**src/rtl/regfile_write_ctrl_if.sv**
```systemverilog
// Writeback request, init-sweep control and register_file write-port bundle.
// The slave side is the write controller; the master side is the datapath/sweep requester.
interface regfile_write_ctrl_if #(
  parameter int unsigned DATA_W = 16,
  parameter int unsigned ADDR_W = 4
);
  logic              wb_valid;
  logic              wb_ready;
  logic [ADDR_W-1:0] wb_dest;
  logic [DATA_W-1:0] wb_data;
  logic              init_start;
  logic [DATA_W-1:0] init_seed;
  logic              init_busy;
  logic              reg_write_en;
  logic [ADDR_W-1:0] reg_write_dest;
  logic [DATA_W-1:0] reg_write_data;
  logic [15:0]       write_count;

  modport master (
    output wb_valid, wb_dest, wb_data, init_start, init_seed,
    input  wb_ready, init_busy, reg_write_en, reg_write_dest, reg_write_data, write_count
  );

  modport slave (
    input  wb_valid, wb_dest, wb_data, init_start, init_seed,
    output wb_ready, init_busy, reg_write_en, reg_write_dest, reg_write_data, write_count
  );
endinterface

```
**src/rtl/regfile_write_ctrl.sv**
```systemverilog
// Write-side master for the register_file: queues writeback requests in a small FIFO
// and issues one register write per cycle, with an init sweep loading all registers.
module regfile_write_ctrl #(
  parameter int unsigned DATA_W     = 16,
  parameter int unsigned ADDR_W     = 4,
  parameter int unsigned FIFO_DEPTH = 4,
  parameter int unsigned INIT_INCR  = 1
) (
  input logic                clk,
  input logic                rst,
  regfile_write_ctrl_if.slave bus
);

  localparam int unsigned PTR_W  = $clog2(FIFO_DEPTH);
  localparam int unsigned CNT_W  = $clog2(FIFO_DEPTH + 1);
  localparam int unsigned WCNT_W = 16;

  typedef struct packed {
    logic [ADDR_W-1:0] dest;
    logic [DATA_W-1:0] data;
  } wb_entry_t;

  typedef enum logic {IDLE, INIT} state_t;

  wb_entry_t         mem [FIFO_DEPTH];
  wb_entry_t         head;
  logic [PTR_W-1:0]  wr_ptr, rd_ptr;
  logic [CNT_W-1:0]  fifo_cnt, fifo_cnt_next;
  logic              ready_q;
  logic              push, pop, fifo_empty;

  state_t            state_q, state_d;
  logic [ADDR_W-1:0] idx_q, idx_d;
  logic [DATA_W-1:0] val_q, val_d;
  logic              en_q, en_d;
  logic [ADDR_W-1:0] dest_q, dest_d;
  logic [DATA_W-1:0] data_q, data_d;
  logic              busy_q, busy_d;
  logic [WCNT_W-1:0] wcnt_q, wcnt_d;

  assign push          = bus.wb_valid && ready_q;
  assign fifo_empty    = (fifo_cnt == '0);
  assign head          = mem[rd_ptr];
  assign fifo_cnt_next = fifo_cnt + CNT_W'(push) - CNT_W'(pop);

  // Queue storage carries no reset; occupancy is tracked by the pointers/count.
  always_ff @(posedge clk) begin
    if (push) begin
      mem[wr_ptr] <= '{dest: bus.wb_dest, data: bus.wb_data};
    end
  end

  // Ready is registered from next occupancy, so a pop on a full queue raises it one cycle later.
  always_ff @(posedge clk) begin
    if (rst) begin
      wr_ptr   <= '0;
      rd_ptr   <= '0;
      fifo_cnt <= '0;
      ready_q  <= 1'b1;
    end else begin
      if (push) wr_ptr <= wr_ptr + PTR_W'(1);
      if (pop)  rd_ptr <= rd_ptr + PTR_W'(1);
      fifo_cnt <= fifo_cnt_next;
      ready_q  <= (fifo_cnt_next < CNT_W'(FIFO_DEPTH));
    end
  end

  always_ff @(posedge clk) begin
    if (rst) begin
      state_q <= IDLE;
      idx_q   <= '0;
      val_q   <= '0;
      en_q    <= 1'b0;
      dest_q  <= '0;
      data_q  <= '0;
      busy_q  <= 1'b0;
      wcnt_q  <= '0;
    end else begin
      state_q <= state_d;
      idx_q   <= idx_d;
      val_q   <= val_d;
      en_q    <= en_d;
      dest_q  <= dest_d;
      data_q  <= data_d;
      busy_q  <= busy_d;
      wcnt_q  <= wcnt_d;
    end
  end

  // Init sweep takes priority over draining; queued entries wait until the sweep ends.
  always_comb begin
    state_d = state_q;
    idx_d   = idx_q;
    val_d   = val_q;
    en_d    = 1'b0;
    dest_d  = dest_q;
    data_d  = data_q;
    busy_d  = 1'b0;
    pop     = 1'b0;
    case (state_q)
      IDLE: begin
        if (bus.init_start) begin
          state_d = INIT;
          idx_d   = '0;
          val_d   = bus.init_seed;
          busy_d  = 1'b1;
        end else if (!fifo_empty) begin
          pop    = 1'b1;
          en_d   = 1'b1;
          dest_d = head.dest;
          data_d = head.data;
        end
      end
      INIT: begin
        en_d   = 1'b1;
        dest_d = idx_q;
        data_d = val_q;
        idx_d  = idx_q + ADDR_W'(1);
        val_d  = val_q + DATA_W'(INIT_INCR);
        busy_d = 1'b1;
        if (idx_q == '1) state_d = IDLE;
      end
      default: state_d = IDLE;
    endcase
    wcnt_d = wcnt_q + WCNT_W'(en_d);
  end

  assign bus.wb_ready       = ready_q;
  assign bus.init_busy      = busy_q;
  assign bus.reg_write_en   = en_q;
  assign bus.reg_write_dest = dest_q;
  assign bus.reg_write_data = data_q;
  assign bus.write_count    = wcnt_q;

endmodule

```
**src/flat_wrapper.sv**
```systemverilog
// flat-port wrapper written by rule: the top's interface ports become plain ports
module regfile_write_ctrl_flat 
#(
  parameter int unsigned DATA_W     = 16,
  parameter int unsigned ADDR_W     = 4,
  parameter int unsigned FIFO_DEPTH = 4,
  parameter int unsigned INIT_INCR  = 1
)
  (clk, rst, bus_wb_valid, bus_wb_dest, bus_wb_data, bus_init_start, bus_init_seed, bus_wb_ready, bus_init_busy, bus_reg_write_en, bus_reg_write_dest, bus_reg_write_data, bus_write_count);
  regfile_write_ctrl_if #(.DATA_W(DATA_W), .ADDR_W(ADDR_W)) bus_i ();
  input logic clk;
  input logic rst;
  input wire logic [$bits(bus_i.wb_valid)-1:0] bus_wb_valid;
  input wire logic [$bits(bus_i.wb_dest)-1:0] bus_wb_dest;
  input wire logic [$bits(bus_i.wb_data)-1:0] bus_wb_data;
  input wire logic [$bits(bus_i.init_start)-1:0] bus_init_start;
  input wire logic [$bits(bus_i.init_seed)-1:0] bus_init_seed;
  output wire logic [$bits(bus_i.wb_ready)-1:0] bus_wb_ready;
  output wire logic [$bits(bus_i.init_busy)-1:0] bus_init_busy;
  output wire logic [$bits(bus_i.reg_write_en)-1:0] bus_reg_write_en;
  output wire logic [$bits(bus_i.reg_write_dest)-1:0] bus_reg_write_dest;
  output wire logic [$bits(bus_i.reg_write_data)-1:0] bus_reg_write_data;
  output wire logic [$bits(bus_i.write_count)-1:0] bus_write_count;
  assign bus_i.wb_valid = bus_wb_valid;
  assign bus_i.wb_dest = bus_wb_dest;
  assign bus_i.wb_data = bus_wb_data;
  assign bus_i.init_start = bus_init_start;
  assign bus_i.init_seed = bus_init_seed;
  assign bus_wb_ready = bus_i.wb_ready;
  assign bus_init_busy = bus_i.init_busy;
  assign bus_reg_write_en = bus_i.reg_write_en;
  assign bus_reg_write_dest = bus_i.reg_write_dest;
  assign bus_reg_write_data = bus_i.reg_write_data;
  assign bus_write_count = bus_i.write_count;
  regfile_write_ctrl #(.DATA_W(DATA_W), .ADDR_W(ADDR_W), .FIFO_DEPTH(FIFO_DEPTH), .INIT_INCR(INIT_INCR)) u_core (.clk(clk), .rst(rst), .bus(bus_i));
endmodule
```
**config.mk**
```make
export PLATFORM = sky130hd
export DESIGN_NAME = regfile_write_ctrl_flat
export DESIGN_NICKNAME = d
export VERILOG_FILES = /design/src/rtl/regfile_write_ctrl_if.sv /design/src/rtl/regfile_write_ctrl.sv /design/src/flat_wrapper.sv
export SDC_FILE = /design/constraint.sdc
export NUM_CORES = 1
export LEC_CHECK = 0
export CORE_ASPECT_RATIO = 1.75
export CORE_UTILIZATION = 40
export CTS_CLUSTER_DIAMETER = 40
export CTS_CLUSTER_SIZE = 28
export DETAILED_ROUTE_END_ITERATION = 10
export MAX_ROUTING_LAYER = met4
export PLACE_DENSITY = 0.6
export RECOVER_POWER = 50
export SLEW_MARGIN = 30
export SYNTH_ARGS = -nofsm -noshare
export SYNTH_HDL_FRONTEND = slang
export SYNTH_SLANG_ARGS = --single-unit
```
**constraint.sdc**
```tcl
create_clock -name clk -period 3.1 [get_ports clk]
set_input_delay 0.465 -clock clk [delete_from_list [all_inputs] [get_ports clk]]
set_output_delay 0.465 -clock clk [all_outputs]
set_load 0.05 [all_outputs]
```
==> flow_metrics.tcl, run 1 <==
set metrics [dict create \
    final.setup_skew_ns 0.0106 \
    antenna_found_initial 0 \
    relSlewSlack_pct 7.03 \
    core_area_um2 14800 \
    synth_cells 450 \
    port-buffer-count 78 \
    synth_edf_count 80 \
    hp-class "flip-flop to flip-flop" \
    cts_made_buffers 17 \
    grt_pass1_wl_mm 21.0 \
    cts_tree "done" \
    cts_root_buffer "clkbuf_16" \
    area.growth.synth_to_final_pct 25.0 \
    grt_max_degree 32 \
    layout_min_cycle_time_ns 2.47 \
    wl_mm 13.4 \
    cts_max_level 4 \
    post_drt_wl_per_cell_um 18.2 \
    cp_num_buf_inv 4 \
    drive_gt1_share_pct 12.1 \
    power_mw 5.38 \
    die_height_um 165 \
    syn_nets 502 \
    synthTopCellsByArea "edfxtp_1 40%, dfxtp_1 23%, mux4_2 7.4%" \
    die_w_um 95.1 \
    syn_area_per_cell_um2 13.5 \
    grt_setup_unrepaired "false" \
    yosysUniqueCellTypes 56 \
    critPathMostFrequentCell "inv_1" \
    overflow 0 \
    drcViolationCount 0 \
    ioPinCount 79 \
    finalSetupViolations 0 \
    cts_setup_buffers 0 \
    vias 4010 \
    antenna_left 0 \
    slowest_delay_ns 0.58 \
    cp_cell_sequence "dlygate4sd3_1, nor3_1, ha_1, inv_1, ha_1, inv_1, fa_1, xnor2_1, xnor2_1, nor2b_1, inv_1" \
    yosysTopAreaCell "edfxtp_1" \
    synth_commonest_cells "80 x edfxtp_1, 69 x dfxtp_1, 34 x nor2_1, 22 x nand2_1" \
    startpoint_type "input pin" \
    dp_hpwl_mm 9.24 \
    hold_violations 0 \
    diodes 0 \
    critPathRequiredTime_ns 3.41 \
    critPathTopFamily "adder cells" \
    cts.sinks 149 \
    peakVddDrop_v 0.000326 \
    drtPass1Iterations 4 \
    reg2regPathDepth 11 \
    synth_top_area_share_pct 39.6 \
    worst_setup_path_end_kind "flip-flop" \
    status "complete, no violations" \
    synth.most_common_cell "edfxtp_1" \
    syn_area_um2 6060 \
    final_nets 591 \
    path_class "input pin to flip-flop" \
    setup_tns_ns 0 \
    post-route-period-util_pct 79.5 \
    postSynth.asyncResetShare_pct 0 \
    powerDensity_nw_per_um2 710 \
    ys_seq_area_share_pct 62.4 \
    vias_per_cell 5.46 \
    worstMarginPinSlew_ns 1.39 \
    worstPathArrival_ns 2.78 \
    die-area_um2 15700 \
    ys.flop_type "edfxtp_1" \
    cp_slowest_cell "dlygate4sd3_1" \
    clockBufferDepth 2 \
    drtIter0Drc 106 \
    clk_pin_slew_ns 0.06 \
    p_leak_nw 2.69 \
    timing.critical_path.fanout_max 3 \
    ys_ff_latch 149 \
    hold_path_depth 1 \
    drv_cap 0 \
    max_freq_ghz 0.406 \
    maxSlewViolCount 0 \
    yosysWarningCount 0 \
    final_core_util_pct 51.1 \
    place_congestion 0.822 \
    cts_resized 0 \
    grt_usage_pct 18.9 \
    first_global_vias 4029 \
    placementRows 59 \
    cts.hold.buffers_added 0 \
    worst-path-stages 11 \
    clkLatencyLatePin_ns 0.41 \
    nFillCells 1297 \
    start_util_pct 40.8 \
]
[layer usage]
metal | vias to the layer above | global-route usage [%] | part of all wire [%]
met5 | - | - | 0
met3 | 17 | 5.11 | 3.9
met1 | 1992 | 20.0 | 39
li1 | 1895 | - | -
met4 | 0 | 6.75 | 1.6
met2 | 106 | 33.4 | 55
[power breakdown]
part           total [mW]  internal [mW]  leakage [nW]  switching, mW
clock network        1.88           1.10         0.252          0.777
registers            2.42           2.30          1.30          0.121
logic                1.08          0.462          1.15          0.618
total                5.38           3.87          2.69           1.52
[final cells by class]
| class | count | area, µm² | area share, % |
|---|---|---|---|
| multi-input combinational | 266 | 2110 | 27.9 |
| clock buffer | 20 | 437 | 5.76 |
| timing repair buffer | 92 | 862 | 11.4 |
| sequential | 149 | 3780 | 49.9 |
| inverter | 13 | 48.8 | 0.644 |
| tap | 183 | 229 | 3.02 |
| clock inverter | 12 | 105 | 1.39 |
[registers in the layout, summed over array words and instances (netlist names), named ones only]
register	flops
u_core.val_q	16
u_core.bus.init_busy	1
u_core.state_q	1
u_core.bus.reg_write_data	16
u_core.bus.reg_write_dest	4
u_core.mem	80
u_core.bus.write_count	16
u_core.idx_q	4
u_core.bus.wb_ready	1
u_core.bus.reg_write_en	1
u_core.wr_ptr	2
u_core.rd_ptr	2
u_core.fifo_cnt	3
[metrics by stage]
step	area, µm²	setup WS (ns)	std cells	hold slack [ns]
6_report	7580	0.634	735	0.452
3_5_place_dp	7060	0.334	703	0.441
2_1_floorplan	6060	0.626	450	0.469
4_1_cts	7600	0.625	735	0.455
3_3_place_gp	7060	0.394	703	0.437
5_1_grt	7580	0.442	735	0.470
[worst register-to-register path, delay by kind of cell, from the launching register on]
kind,cells,cell delay [ns]
XOR/XNOR,2,0.32
buffers and inverters,3,0.16
adder cells (fa/ha/maj),3,0.81
AND/OR/NAND/NOR,3,0.73
flip-flops,1,0.36
[kinds of logic (layout without fill, tap and decap cells)]
kind of cell	after synthesis	after routing	synth area share (%)
buffers and inverters	35	137	2.68
xor gates and xnor gates	19	19	2.75
muxes	23	23	7.93
AOI/OAI and AO/OA	94	94	11.1
and+or+nand+nor	118	118	10.5
DFF	149	149	62.4
adders and majority gates	12	12	2.60
[final timing paths]
| kind | from | end | slack [ns] |
|---|---|---|---|
| worst max-delay path | bus_init_start | u_core.bus.wb_ready$_SDFF_PP1_ | 0.63 |
| worst min-delay path | u_core.bus.reg_write_data[2]$_SDFFE_PP0P_ | u_core.bus.reg_write_data[2]$_SDFFE_PP0P_ | 0.45 |
| worst max register to register | u_core.fifo_cnt[1]$_SDFF_PP0_ | u_core.bus.wb_ready$_SDFF_PP1_ | 0.64 |
| worst min register to register | u_core.bus.reg_write_data[2]$_SDFFE_PP0P_ | u_core.bus.reg_write_data[2]$_SDFFE_PP0P_ | 0.45 |
[layout by cell type (no fill, tap or decap), types with 3 or more instances in the layout]
master	synthesis	layout
a211oi_1	8	8
a21o_1	18	18
a21oi_1	20	21
a22o_1	16	16
a22oi_1	3	3
a31oi_1	3	3
and3_1	6	6
and4_1	3	3
buf_4	2	9
clkbuf_1	10	8
clkbuf_16	0	17
clkdlybuf4s50_1	0	55
clkinvlp_4	0	3
dfxtp_1	69	69
dlygate4sd3_1	0	22
edfxtp_1	80	80
ha_1	11	11
inv_1	12	12
mux2i_1	3	3
mux4_2	20	20
nand2_1	22	22
nand3_1	10	10
nand4_1	6	6
nor2_1	34	34
nor2b_1	8	8
nor3_1	9	9
nor4_1	6	6
o21ai_0	7	7
o31a_1	3	3
or3_1	5	5
xnor2_1	11	11
xor2_1	8	8
Note: power is estimated with default switching activity, not from simulation.
==> run 2: changes to the inputs <==
--- a/config.mk
+++ b/config.mk
@@ -11,7 +11,7 @@
 export CTS_CLUSTER_SIZE = 28
 export DETAILED_ROUTE_END_ITERATION = 10
 export MAX_ROUTING_LAYER = met4
-export PLACE_DENSITY = 0.6
+export PLACE_DENSITY = 0.62
 export RECOVER_POWER = 50
 export SLEW_MARGIN = 30
 export SYNTH_ARGS = -nofsm -noshare
==> constraint.sdc (replaced) <==
create_clock -name clk -period 2.2 [get_ports clk]
set_input_delay 0.33 -clock clk [delete_from_list [all_inputs] [get_ports clk]]
set_output_delay 0.33 -clock clk [all_outputs]
set_load 0.05 [all_outputs]
==> flow_metrics.tcl, run 2 (synthesis gave the netlist of run 1 again) <==
set metrics [dict create \
    p_comb_share_pct 22.6 \
    p_leak_nw 2.83 \
    hold_ws_ns 0.229 \
    port-buffer-count 78 \
    hp-class "input pin to flip-flop" \
    maxSlewViolCount 0 \
    critPathRequiredTime_ns 2.49 \
    drv_cap 0 \
    post_layout_nonfiller_instances 752 \
    diodes 0 \
    post-route-period-util_pct 98.4 \
    timing.critical_path.fanout_max 5 \
    max_freq_ghz 0.462 \
    cts.sinks 149 \
    path_class "flip-flop to flip-flop" \
    critPathMostFrequentCell "ha_1" \
    grt_usage_pct 19.5 \
    hold_path_depth 2 \
    vias 4036 \
    start_util_pct 40.8 \
    largest_register_ffs 80 \
    grt_setup_unrepaired "true" \
    cts_tree "done" \
    worstMarginPinSlew_ns 0.507 \
    layout_commonest_cell "edfxtp_1" \
    final_nets 608 \
    final_core_util_pct 52.6 \
    place_area_um2 7200 \
    cp_cell_sequence "buf_4, or3_4, a21oi_2, inv_2, ha_1, ha_1, and4_2, nand4_1, xor2_1, nor2_1" \
    slowest_delay_ns 0.38 \
    p_int_mw 5.66 \
    finalSetupViolations 0 \
    cts.hold.buffers_added 0 \
    cts_max_level 4 \
    regMostFlops "u_core.mem" \
    layout_common_cells "80 x edfxtp_1, 68 x dfxtp_1, 57 x clkdlybuf4s50_1" \
    peakVddDrop_v 0.000513 \
    p_clk_share_pct 34.2 \
    startpoint_type "flip-flop" \
    final.setup_skew_ns 0.00658 \
    setup_tns_ns 0 \
    powerDensity_nw_per_um2 1010 \
    die_w_um 95.1 \
    vias_per_cell 5.37 \
    clkLatencyLatePin_ns 0.41 \
    grt_max_degree 31 \
    antenna_found_initial 0 \
    hold_violations 0 \
    first_global_vias 4217 \
    ioPinCount 79 \
    placementRows 59 \
    worstPathArrival_ns 2.46 \
    drtIter0Drc 208 \
    cts_root_buffer "clkbuf_16" \
    area.growth.synth_to_final_pct 28.8 \
    worst_setup_path_end_kind "flip-flop" \
    nFillCells 1263 \
    wl_mm 13.6 \
    dp_hpwl_mm 9.60 \
    p_seq_share_pct 43.1 \
    status "complete, no violations" \
    p_sw_mw 2.26 \
    postLayoutCellArea_um2 7810 \
    cts_made_buffers 17 \
    die-area_um2 15700 \
    overflow 0 \
    drtPass1Iterations 5 \
    core_area_um2 14800 \
    post_drt_wl_per_cell_um 18.1 \
    clk_pin_slew_ns 0.06 \
    layout_min_cycle_time_ns 2.16 \
    swShare_pct 28.6 \
    place_congestion 0.864 \
    cp_slowest_cell "or3_4" \
    antenna_left 0 \
    dpl.cell_count 717 \
    reg2regPathDepth 10 \
    relSlewSlack_pct 66.1 \
    clockBufferDepth 2 \
    die_height_um 165 \
    drcViolationCount 0 \
    grt_pass1_wl_mm 21.8 \
    drive_gt1_share_pct 17.8 \
]
run 2: stage by stage:
stage               total power, mW  setup WS [ns]
CTS                            7.90        0.00969
detailed placement             5.16         -0.324
finish                         7.92         0.0358
floorplan                      4.52         0.0204
global route                   8.27        -0.0658
global placement               5.12         -0.277
run 2: layer usage:
metal | track usage, % | share of wire [%] | routed length [µm] | vias up
met5 | - | 0 | 0 | -
met3 | 3.91 | 3.2 | 443 | 25
met1 | 21.1 | 40 | 5440 | 1995
li1 | - | - | - | 1924
met4 | 9.09 | 2.9 | 395 | 0
met2 | 33.7 | 54 | 7360 | 92
run 2: power by group through the flow:
stage | logic, mW | clock network (mW) | registers, mW
3_5_place_dp | 1.70 | 0 | 3.46
4_1_cts | 1.73 | 2.77 | 3.41
2_1_floorplan | 0.803 | 0 | 3.72
6_report | 1.79 | 2.71 | 3.42
3_3_place_gp | 1.67 | 0 | 3.45
5_1_grt | 1.94 | 2.89 | 3.44
run 2: area by class of cell:
type,count,area (µm²),share of cell area (%)
Clock buffer,18,429,5.50
Clock inverter,14,124,1.59
Inverter,13,48.8,0.625
Tap cell,183,229,2.93
Sequential cell,149,3780,48.5
Multi-Input combinational cell,266,2160,27.6
Timing Repair Buffer,109,1030,13.2
run 2: worst max-delay path: cells and delay by family (launching register included):
family / cells / cell delay, ns
AO/OA/AOI/OAI: 1 / 0.19
XOR/XNOR: 1 / 0.15
adder cells (fa/ha/maj): 2 / 0.38
buffers and inverters: 2 / 0.21
flip-flops: 1 / 0.34
AND/OR/NAND/NOR: 4 / 0.76
run 2: final timing paths:
kind                                             start                                         to  slack, ns
max reg2reg              u_core.fifo_cnt[1]$_SDFF_PP0_      u_core.bus.write_count[14]$_SDFF_PP0_       0.04
min                                                rst              u_core.val_q[15]$_SDFFE_PP0P_       0.23
min reg2reg  u_core.bus.reg_write_dest[3]$_SDFFE_PP0P_  u_core.bus.reg_write_dest[3]$_SDFFE_PP0P_       0.45
max                      u_core.fifo_cnt[1]$_SDFF_PP0_      u_core.bus.write_count[14]$_SDFF_PP0_       0.04
run 2: what timing repair did:
action                                  CTS  global route
endpoints found under the hold margin     0             0
gates resized for setup                   1             9
endpoints found under the setup margin    2             7
pin swaps                                 2             3
buffers inserted                          1             2
==> run 3: changes to the inputs <==
--- a/config.mk
+++ b/config.mk
@@ -5,13 +5,15 @@
 export SDC_FILE = /design/constraint.sdc
 export NUM_CORES = 1
 export LEC_CHECK = 0
+export CELL_PAD_IN_SITES_DETAIL_PLACEMENT = 1
+export CELL_PAD_IN_SITES_GLOBAL_PLACEMENT = 1
 export CORE_ASPECT_RATIO = 1.75
 export CORE_UTILIZATION = 40
 export CTS_CLUSTER_DIAMETER = 40
 export CTS_CLUSTER_SIZE = 28
 export DETAILED_ROUTE_END_ITERATION = 10
 export MAX_ROUTING_LAYER = met4
-export PLACE_DENSITY = 0.62
+export PLACE_DENSITY = 0.74
 export RECOVER_POWER = 50
 export SLEW_MARGIN = 30
 export SYNTH_ARGS = -nofsm -noshare
==> flow_metrics.tcl, run 3 (synthesis gave the netlist of run 1 again) <==
set metrics [dict create \
    status "complete, no violations" \
    critPathMostFrequentCell "inv_2" \
    drv_cap 0 \
    critPathRequiredTime_ns 2.52 \
    cts.sinks 149 \
    layout_commonest_cell "edfxtp_1" \
    clkLatencyLatePin_ns 0.42 \
    post_drt_wl_per_cell_um 21.1 \
    layout_min_cycle_time_ns 2.15 \
    maxSlewViolCount 0 \
    wl_mm 15.9 \
    p_leak_nw 2.86 \
    slowest_delay_ns 0.39 \
    first_global_vias 4665 \
    final_core_util_pct 53.2 \
    area.growth.synth_to_final_pct 30.3 \
    cp-startpoint "u_core.fifo_cnt[0]$_SDFF_PP0_" \
    hold_violations 0 \
    post_layout_nonfiller_instances 752 \
    cts_root_buffer "clkbuf_16" \
    die-area_um2 15700 \
    clk_pin_slew_ns 0.06 \
    setup_tns_ns 0 \
    antenna_found_initial 0 \
    timing.critical_path.fanout_max 3 \
    worstReg2RegStart "u_core.fifo_cnt[0]$_SDFF_PP0_" \
    die_height_um 165 \
    grt_max_degree 32 \
    nFillCells 1500 \
    cts_tree "done" \
    grt_usage_pct 22.4 \
    die_w_um 95.1 \
    hold_path_depth 2 \
    worst_setup_path_end_kind "flip-flop" \
    drive_gt1_share_pct 19.5 \
    overflow 0 \
    drtPass1Iterations 4 \
    cp_cell_sequence "nor3_4, nor3_2, ha_1, inv_2, ha_4, inv_2, fa_2, xnor2_2, xnor2_1, nor2b_2, inv_1" \
    post-route-period-util_pct 97.7 \
    clockBufferDepth 2 \
    finalSetupViolations 0 \
    vias 4206 \
    critPathTopFamily "adder cells" \
    dp_hpwl_mm 10.6 \
    ioPinCount 79 \
    hp-class "input pin to flip-flop" \
    setup_slack_ns 0.0508 \
    cts_made_buffers 17 \
    start_util_pct 40.8 \
    diodes 0 \
    cp-endpoint "u_core.bus.wb_ready$_SDFF_PP1_" \
    reg2regPathDepth 11 \
    path_class "flip-flop to flip-flop" \
    r2r-end "u_core.bus.wb_ready$_SDFF_PP1_" \
    startpoint_type "flip-flop" \
    max_freq_ghz 0.465 \
    worstMarginPinSlew_ns 0.521 \
    cp_slowest_cell "fa_2" \
    grt_setup_unrepaired "true" \
    worst-path-stages 11 \
    relSlewSlack_pct 65.1 \
    largest_register_ffs 80 \
    regMostFlops "u_core.mem" \
    final.setup_skew_ns 0.00824 \
    grt_pass1_wl_mm 24.9 \
    rrSetupSlack_ns 0.05 \
    port-buffer-count 78 \
    dpl_worst_slack_ns -0.354 \
    power_mw 8.24 \
    final_nets 609 \
    core_area_um2 14800 \
    layout_common_cells "80 x edfxtp_1, 66 x dfxtp_1, 57 x clkdlybuf4s50_1" \
    antenna_left 0 \
    vias_per_cell 5.59 \
    drtIter0Drc 204 \
    drcViolationCount 0 \
    peakVddDrop_v 0.000601 \
    placementRows 59 \
    powerDensity_nw_per_um2 1040 \
    cp_num_buf_inv 3 \
    place_congestion 0.831 \
    cts_max_level 4 \
    worstPathArrival_ns 2.47 \
    dpl.cell_count 719 \
]
run 3: changes by cell type in the layout (fill, tap and decap cells not counted), moves of 2 or more:
cell,previous run,this run
clkinv_1,3,0
dfxtp_1,68,66
dfxtp_2,1,3
inv_8,0,2
run 3: layout make-up:
class	instances	area, µm²	share of cell area [%]
Clock buffer	17	425	5.39
Clock inverter	14	165	2.09
Inverter	13	48.8	0.618
Multi-Input combinational cell	266	2190	27.7
Sequential cell	149	3790	48.0
Tap cell	183	229	2.90
Timing Repair Buffer	110	1050	13.3
run 3: worst min-delay path by stage:
stage                                               from                                         to
2_1_floorplan                             bus_wb_data[0]                 u_core.mem[0][0]$_DFFE_PP_
3_3_place_gp   u_core.bus.reg_write_dest[3]$_SDFFE_PP0P_  u_core.bus.reg_write_dest[3]$_SDFFE_PP0P_
3_5_place_dp   u_core.bus.reg_write_data[7]$_SDFFE_PP0P_  u_core.bus.reg_write_data[7]$_SDFFE_PP0P_
4_1_cts                                              rst       u_core.bus.write_count[4]$_SDFF_PP0_
5_1_grt                                              rst       u_core.bus.write_count[6]$_SDFF_PP0_
6_report                                             rst              u_core.fifo_cnt[1]$_SDFF_PP0_
run 3: power breakdown:
group | switching [mW] | internal (mW) | total, mW
registers | 0.195 | 3.24 | 3.44
logic | 1.00 | 0.855 | 1.86
clock network | 1.25 | 1.70 | 2.95
run 3: timing repair:
action,in CTS,in global routing
resized for setup,6,12
cloned,0,0
hold buffers,0,0
setup endpoints to repair,6,8
buffers inserted,1,1
hold endpoints to repair,0,0
pin swaps,3,7
run 3: routing by layer:
metal  vias to the layer above  global-route usage [%]  share of wire, %
li1                       1921                       -                 -
met1                      2120                    22.6                37
met2                       125                    39.6                55
met3                        40                    4.93               4.4
met4                         0                    12.2               3.4
met5                         -                       -                 0
run 3: metrics by stage:
| step | hold WS [ns] | area [µm²] |
|---|---|---|
| 6_report | 0.298 | 7900 |
| 3_3_place_gp | 0.437 | 7220 |
| 4_1_cts | 0.297 | 7850 |
| 2_1_floorplan | 0.429 | 6070 |
| 3_5_place_dp | 0.444 | 7220 |
| 5_1_grt | 0.321 | 7900 |
